## src/rtl/hazard_stall_ctrl.sv

```systemverilog
// hazard_stall_ctrl
// Hazard detection and stall control for the 5-stage MIPS pipeline.
// Raises a bubble into ID/EX (holding PC and IF/ID) for the hazards forwarding
// cannot cover: load-use, branch operands not yet available in ID, and HI/LO
// access while the multi-cycle mul/div unit is busy. Also owns the mul/div busy
// sequencer, the exception flush and a saturating stall-cycle counter.
//
// Ports
//   clk, rst            pipeline clock, asynchronous active-high reset
//   id_*                ID-stage operand fields and instruction class flags
//   exe_*               EXE-stage load/write/destination and mul/div start
//   mem_load, mem_wdest MEM-stage load destination
//   exc_flush           exception/eret commit
//   stall, pc_we, ifid_we, flush   pipeline control
//   md_busy, md_done    mul/div unit occupancy and final busy cycle
//   stall_cnt           saturating count of stall cycles
//
// state | meaning
// IDLE  | mul/div unit free
// MUL   | multiply in flight, cnt = remaining cycles - 1
// DIV   | divide in flight, cnt = remaining cycles - 1
module hazard_stall_ctrl #(
   parameter int MUL_LAT = 4,
   parameter int DIV_LAT = 33,
   parameter int CNT_W   = 6
) (
   input  logic        clk,
   input  logic        rst,
   input  logic [4:0]  id_rs,
   input  logic [4:0]  id_rt,
   input  logic        id_use_rs,
   input  logic        id_use_rt,
   input  logic        id_branch,
   input  logic        id_hilo,
   input  logic        exe_load,
   input  logic        exe_rf_wen,
   input  logic [4:0]  exe_wdest,
   input  logic        exe_mul,
   input  logic        exe_div,
   input  logic        mem_load,
   input  logic [4:0]  mem_wdest,
   input  logic        exc_flush,
   output logic        stall,
   output logic        pc_we,
   output logic        ifid_we,
   output logic        flush,
   output logic        md_busy,
   output logic        md_done,
   output logic [15:0] stall_cnt
);

   typedef enum logic [1:0] {
      IDLE = 2'd0,
      MUL  = 2'd1,
      DIV  = 2'd2
   } md_state_t;

   md_state_t        state_q, state_d;
   logic [CNT_W-1:0] cnt_q, cnt_d;
   logic [15:0]      stall_cnt_q, stall_cnt_d;

   logic exe_hit_rs, exe_hit_rt, mem_hit_rs, mem_hit_rt;
   logic load_use, br_exe, br_mem, md_hz;
   logic md_last;

   // Register 0 is hardwired, so a write to it never creates a dependency.
   assign exe_hit_rs = (exe_wdest != 5'd0) && (id_rs == exe_wdest);
   assign exe_hit_rt = (exe_wdest != 5'd0) && (id_rt == exe_wdest);
   assign mem_hit_rs = (mem_wdest != 5'd0) && (id_rs == mem_wdest);
   assign mem_hit_rt = (mem_wdest != 5'd0) && (id_rt == mem_wdest);

   assign md_last = (state_q != IDLE) && (cnt_q == '0);

   always_comb begin
      load_use = exe_load && exe_rf_wen &&
                 (((id_use_rs || id_branch) && exe_hit_rs) || (id_use_rt && exe_hit_rt));
      br_exe   = id_branch && exe_rf_wen && (exe_hit_rs || (id_use_rt && exe_hit_rt));
      br_mem   = id_branch && mem_load && (mem_hit_rs || (id_use_rt && mem_hit_rt));
      // On the last busy cycle HI/LO is written at the edge, so a reader can proceed.
      md_hz    = id_hilo && (((state_q != IDLE) && !md_last) || exe_mul || exe_div);
   end

   always_comb begin
      flush   = exc_flush;
      stall   = 1'b0;
      pc_we   = 1'b1;
      ifid_we = 1'b1;
      if (exc_flush) begin
         ifid_we = 1'b0;
      end else begin
         stall   = md_hz | load_use | br_exe | br_mem;
         pc_we   = !stall;
         ifid_we = !stall;
      end
   end

   assign md_busy   = (state_q != IDLE);
   // An aborted operation never reports completion.
   assign md_done   = md_last && !exc_flush;
   assign stall_cnt = stall_cnt_q;

   always_comb begin
      state_d = state_q;
      cnt_d   = cnt_q;
      if (exc_flush) begin
         state_d = IDLE;
         cnt_d   = '0;
      end else if (state_q == IDLE) begin
         // Divide wins if both start strobes arrive together.
         if (exe_div) begin
            state_d = DIV;
            cnt_d   = CNT_W'(DIV_LAT - 1);
         end else if (exe_mul) begin
            state_d = MUL;
            cnt_d   = CNT_W'(MUL_LAT - 1);
         end
      end else if (cnt_q == '0) begin
         state_d = IDLE;
      end else begin
         cnt_d = cnt_q - 1'b1;
      end
   end

   always_comb begin
      stall_cnt_d = stall_cnt_q;
      if (stall && (stall_cnt_q != 16'hFFFF)) begin
         stall_cnt_d = stall_cnt_q + 16'd1;
      end
   end

   always_ff @(posedge clk or posedge rst) begin
      if (rst) begin
         state_q     <= IDLE;
         cnt_q       <= '0;
         stall_cnt_q <= 16'd0;
      end else begin
         state_q     <= state_d;
         cnt_q       <= cnt_d;
         stall_cnt_q <= stall_cnt_d;
      end
   end

endmodule

```

## config.mk

```make
export PLATFORM = sky130hd
export DESIGN_NAME = hazard_stall_ctrl
export DESIGN_NICKNAME = d
export VERILOG_FILES = /design/src/rtl/hazard_stall_ctrl.sv
export SDC_FILE = /design/constraint.sdc
export NUM_CORES = 1
export LEC_CHECK = 0
export ABC_AREA = 1
export BUFFER_PORTS_ARGS = -buffer_cell sky130_fd_sc_hd__buf_2
export CORE_MARGIN = 2
export CORE_UTILIZATION = 42
export DETAILED_ROUTE_END_ITERATION = 16
export HOLD_SLACK_MARGIN = 0.02
export PLACE_DENSITY = 0.65
export SYNTH_ARGS = -nofsm -noshare
export SYNTH_HDL_FRONTEND = slang
export SYNTH_SLANG_ARGS = --single-unit
```

## constraint.sdc

```tcl
create_clock -name clk -period 3 [get_ports clk]
set_clock_uncertainty 0.15 [all_clocks]
set_input_delay 0.3 -clock clk [delete_from_list [all_inputs] [get_ports clk]]
set_output_delay 0.3 -clock clk [all_outputs]
set_load 0.01 [all_outputs]
```

Word-level counts from Yosys, hierarchy flattened:

Index checks and enable logic that the tools add are counted.

* bits in latches: 0
* bits in writable memories: 0
* input bits: 32
* flip-flop bits (word level): 24
* output and inout bits: 22
* memories kept: 0
* logic and storage cells: 63
* memory bits (read-only): 0

* $add $sub $neg: 2
* bitwise gates (word level): 3
* div/mod/pow operators: 0
* $lt $le $gt $ge: 0
* $mul: 0
* multiplexer cells: 13
* reductions and logical operators: 35
* equal/unequal tests: 7
* shift operators: 0

Operators by type and width (number)
* 6-bit 2-to-1 mux: 5
* 5-bit equality test: 4
* 1-bit logical AND: 18
* 16-bit by 1-bit adder with 16-bit output (second input constant): 1
* 16-bit inequality test (second input constant): 1
* 2-bit 2-to-1 mux: 5
* 5-bit nonzero test: 2
* 6-bit logical NOT: 1
* 1-bit logical OR: 6
* 6-bit by 1-bit subtractor with 6-bit output (second input constant): 1
* 4-bit inequality test (second input constant): 1
* 2-bit AND reduction: 2
* 1-bit logical NOT: 3
* 1-bit 2-to-1 mux: 3
* 3-bit by 2-bit inequality test with 1-bit output (second input constant): 1
* 1-bit bitwise OR: 3
* 3-bit nonzero test: 1
* 2-bit logical NOT: 1
* 2-bit nonzero test: 1

Logic depth before layout (Yosys ltp):

* word-level depth: 12
* mapped depth: 12
* mapped depth without buffers: 11

Least setup slack after synthesis:

Ideal clock, no wire load.

* path kind: reg2reg
* start point: register stall_cnt_q[0] (netlist: stall_cnt[0])
* end point: register stall_cnt_q[14] (netlist: stall_cnt[14])
* setup slack: 1.038 ns
* arrival: 1.695 ns
* library setup time: 0.117 ns
* clock period less this slack: 1.962 ns
* required time: 2.733 ns
* path buffers: 1
* cell stages (with the launch flop): 10
* cell sequence: dfrtp_1 > ha_1 > clkinv_1 > nor3_4 > inv_2 > nor3_4 > nand3_4 > buf_2 > nand4_1 > nand2_1

* cells in the longest elaborated chain, start to end: 2
* elaborated cells between the ends (all ways): 3
* classes of those cells: add/sub: 1; eq/ne: 1; reduce/logical: 1

RTL lines
* start: declaration: line 60 `logic [15:0] stall_cnt_q, stall_cnt_d;`
* start signal: assignment: line 139 `stall_cnt_q <= stall_cnt_d;`
* branches (longest 2 deep; another with 16-bit by 1-bit adder with 16-bit output)

Several ways; the timed one is not identified.
A chain may end at the register's enable or synchronous reset.

Final worst setup path:

* start point: register cnt_q[0]
* end point: output port stall

* cells in the longest elaborated chain, start to end: 11

RTL lines
* start: declaration: line 59 `logic [CNT_W-1:0] cnt_q, cnt_d;`
* start signal: assignment: line 138 `cnt_q <= cnt_d;`
* 6-bit logical NOT: line 72 `assign md_last = (state_q != IDLE) && (cnt_q == '0);`
* 1-bit logical AND: line 72
* 1-bit logical NOT: line 80 `md_hz = id_hilo && (((state_q != IDLE) && !md_last) || exe_mul || exe_div);`
* 1-bit logical AND: line 80
* 1-bit logical OR (2 in a row): line 80
* 1-bit logical AND: line 80
* 1-bit bitwise OR (3 in a row): line 91 `stall = md_hz | load_use | br_exe | br_mem;`
* 1-bit 2-to-1 mux: line 88 `if (exc_flush) begin`
* end: declaration: line 43 `output logic stall,`

Every way passes these cells.

==> out/results.txt <==
status: complete, no violations
post-synthesis sequential area ratio: 30.9%
layout cells sized above 1: 21.1%
CP Data Required Time: 2.55 ns
R2R cell count: 9
commonest cells in the netlist: nand2_1, inv_1, nor2_1
vias in the first global route: 1835
RSZ-0062 raised after global routing: false
Logic pwr share: 38.5%
gr usage total: 19.4%
final hold vios: 0
Post-Syn Area: 0.00194 mm²
type of the worst min-delay path: in -> async
1st-pass router iterations: 4
Iteration-0 DRC Markers: 69
CP arrival: 2.01 ns
die area: 0.00519 mm²
Routed WL: 4.65 mm
crit end category: output port
switching share of power: 39.2%
post-synth top area share: 30.9%
syn nets: 336
P_int: 608 µW
largest area contributor in the netlist: dfrtp_1
P per Cell Area: 439 mW/mm²
I/O Buffers: 53
Leakage: 0.00133 µW
GRT overflow: 0
I/O pins: 54
Clock Latency Late Sink: 0.26 ns
total power: 1000 µW
Num CTS Buffers: 3
wire length per cell: 11.5 µm
antenna violations before repair: 0
nets: 388
ys async rst share: 100%
Die Span Y: 72.0 µm
root buffer cell: clkbuf_8
Post-synth EDFFs: 0
R2R Path Start: stall_cnt[0]
count leader, synth: nand2_1
Fmax: 406 MHz
post-route clock period utilization: 82.1%
first-pass GRT wire length: 8.07 mm
Peak VDD IR: 0.000226 V
core outline area: 0.00441 mm²
Longest Clk Path Bufs: 2
post-synthesis cell type count: 29
Avg Inst Size Synth: 6.46 µm²
Synth area leaders: dfrtp_1, nand2_1, nand4_1
H-tree levels: 1
kind of critical path: reg -> out
Fin Setup TNS: 0 ns
Critical R2R Capture: stall_cnt[4]
Routed Antenna Nets: 0
Net Sw Power: 391 µW
Slew Viols, Final: 0
R2R Setup Slk: 0.84 ns
capture point of the worst path: stall
Vias per Instance: 4.96
Worst setup SP type: register
routability cong.: 0.847
Worst-Margin Slew: 0.903 ns
Sink Count: 24
cts repair resizes: 0
Final min period: 2.46 ns
Max-Cap Viols: 0
final setup fails: 0
CTS tree: done
Flop pwr share: 42.3%
Clock Power Share: 19.1%
DR vias: 1997
Syn. warnings: 0
headroom to the max-slew limit: 39.8%
initial core utilization: 44.0%
Hold Buf Count CTS: 0
ys flop type: dfrtp_1
largest net degree at the start of global routing: 25
std cell rows: 24
Post CTS Setup Buffer Count: 0
die width: 72.0 µm
DRC Markers: 0
Synth-to-Final Area Change: 17.2%
CP Launch Point: cnt_q[0]
post-DP HPWL: 3.68 mm
Synth Instances: 301
critical path peak fanout: 19
Reg clk slew, reported paths: 0.09 ns
Yosys reg bits: 24
# diodes: 0
## cell families (layout without fill, tap and decap cells)
kind of cell	after synthesis	in the layout	share of synthesized area (%)
simple gates	191	191	44.4
buf+inv	51	101	10.6
flops	24	24	30.9
xor+xnor	18	18	8.11
compound gates	14	14	4.12
fa+ha+maj	3	3	1.93
## per-layer routing
metal	wire length (µm)	track usage, %	vias to the layer above
li1	-	-	1055
met1	2330	26.9	880
met2	2020	32.0	54
met3	211	2.50	8
met4	81	5.03	0
met5	0	0	-
## worst min path at each step
stage                   from  slack (ns)             to
3_5_place_dp   stall_cnt[14]        0.34  stall_cnt[14]
4_1_cts                  rst        0.12  stall_cnt[12]
6_report                 rst        0.07   stall_cnt[7]
3_3_place_gp   stall_cnt[14]        0.34  stall_cnt[14]
5_1_grt                  rst        0.18  stall_cnt[12]
2_1_floorplan            rst        0.16       cnt_q[0]
## critical path, stage by stage, from the launching register on
cell     delay [ns]
dfrtp_1        0.36
inv_1          0.13
ha_1           0.16
nand4_1        0.12
nand2_1        0.10
nand3_1        0.07
nand2_1        0.07
nand3_2        0.34
nand2_1        0.23
inv_2          0.03
buf_2          0.13
## power groups by stage
| stage | clock [µW] | sequential, µW | combinational (µW) |
|---|---|---|---|
| 6_report | 191 | 423 | 385 |
| 5_1_grt | 206 | 432 | 451 |
| 4_1_cts | 197 | 423 | 387 |
| 3_5_place_dp | 0 | 429 | 386 |
| 3_3_place_gp | 0 | 428 | 379 |
| 2_1_floorplan | 0 | 433 | 261 |
## final cells by class
class,count,area (µm²)
well taps,52,65.1
multi-input cells,226,1140
repair buffers,53,265
flip-flops and latches,24,601
inverters,45,169
fillers,462,2130
clock buffers,3,41.3
## state kept, by name, summed over array words and instances (netlist names)
register,flops
cnt_q,6
stall_cnt,16
state_q,2
## placed cells by master (no fill, tap or decap), drive strengths merged
cell	n
nand3	14
dfrtp	24
inv	44
clkinv	1
nor3b	1
buf	53
o211ai	1
nand4	22
ha	3
xnor2	5
a211oi	1
nor3	8
clkbuf	3
o2111ai	1
o22ai	1
xor2	13
o21ai	9
nor2	35
nand2	111
a21oi	1
## through the flow
| stage | hold WS, ns | std cells | setup WS, ns | util [%] | area, µm² |
|---|---|---|---|---|---|
| 2_1_floorplan | 0.165 | 301 | 1.04 | - | 1940 |
| 3_3_place_gp | 0.336 | 400 | 0.859 | 50.7 | 2240 |
| 3_5_place_dp | 0.338 | 400 | 0.829 | 50.7 | 2240 |
| 4_1_cts | 0.118 | 403 | 0.530 | 51.6 | 2280 |
| 5_1_grt | 0.183 | 403 | 0.328 | 51.6 | 2280 |
| 6_report | 0.0706 | 403 | 0.537 | 51.6 | 2280 |
No activity file was read; power rests on OpenSTA's default activity.
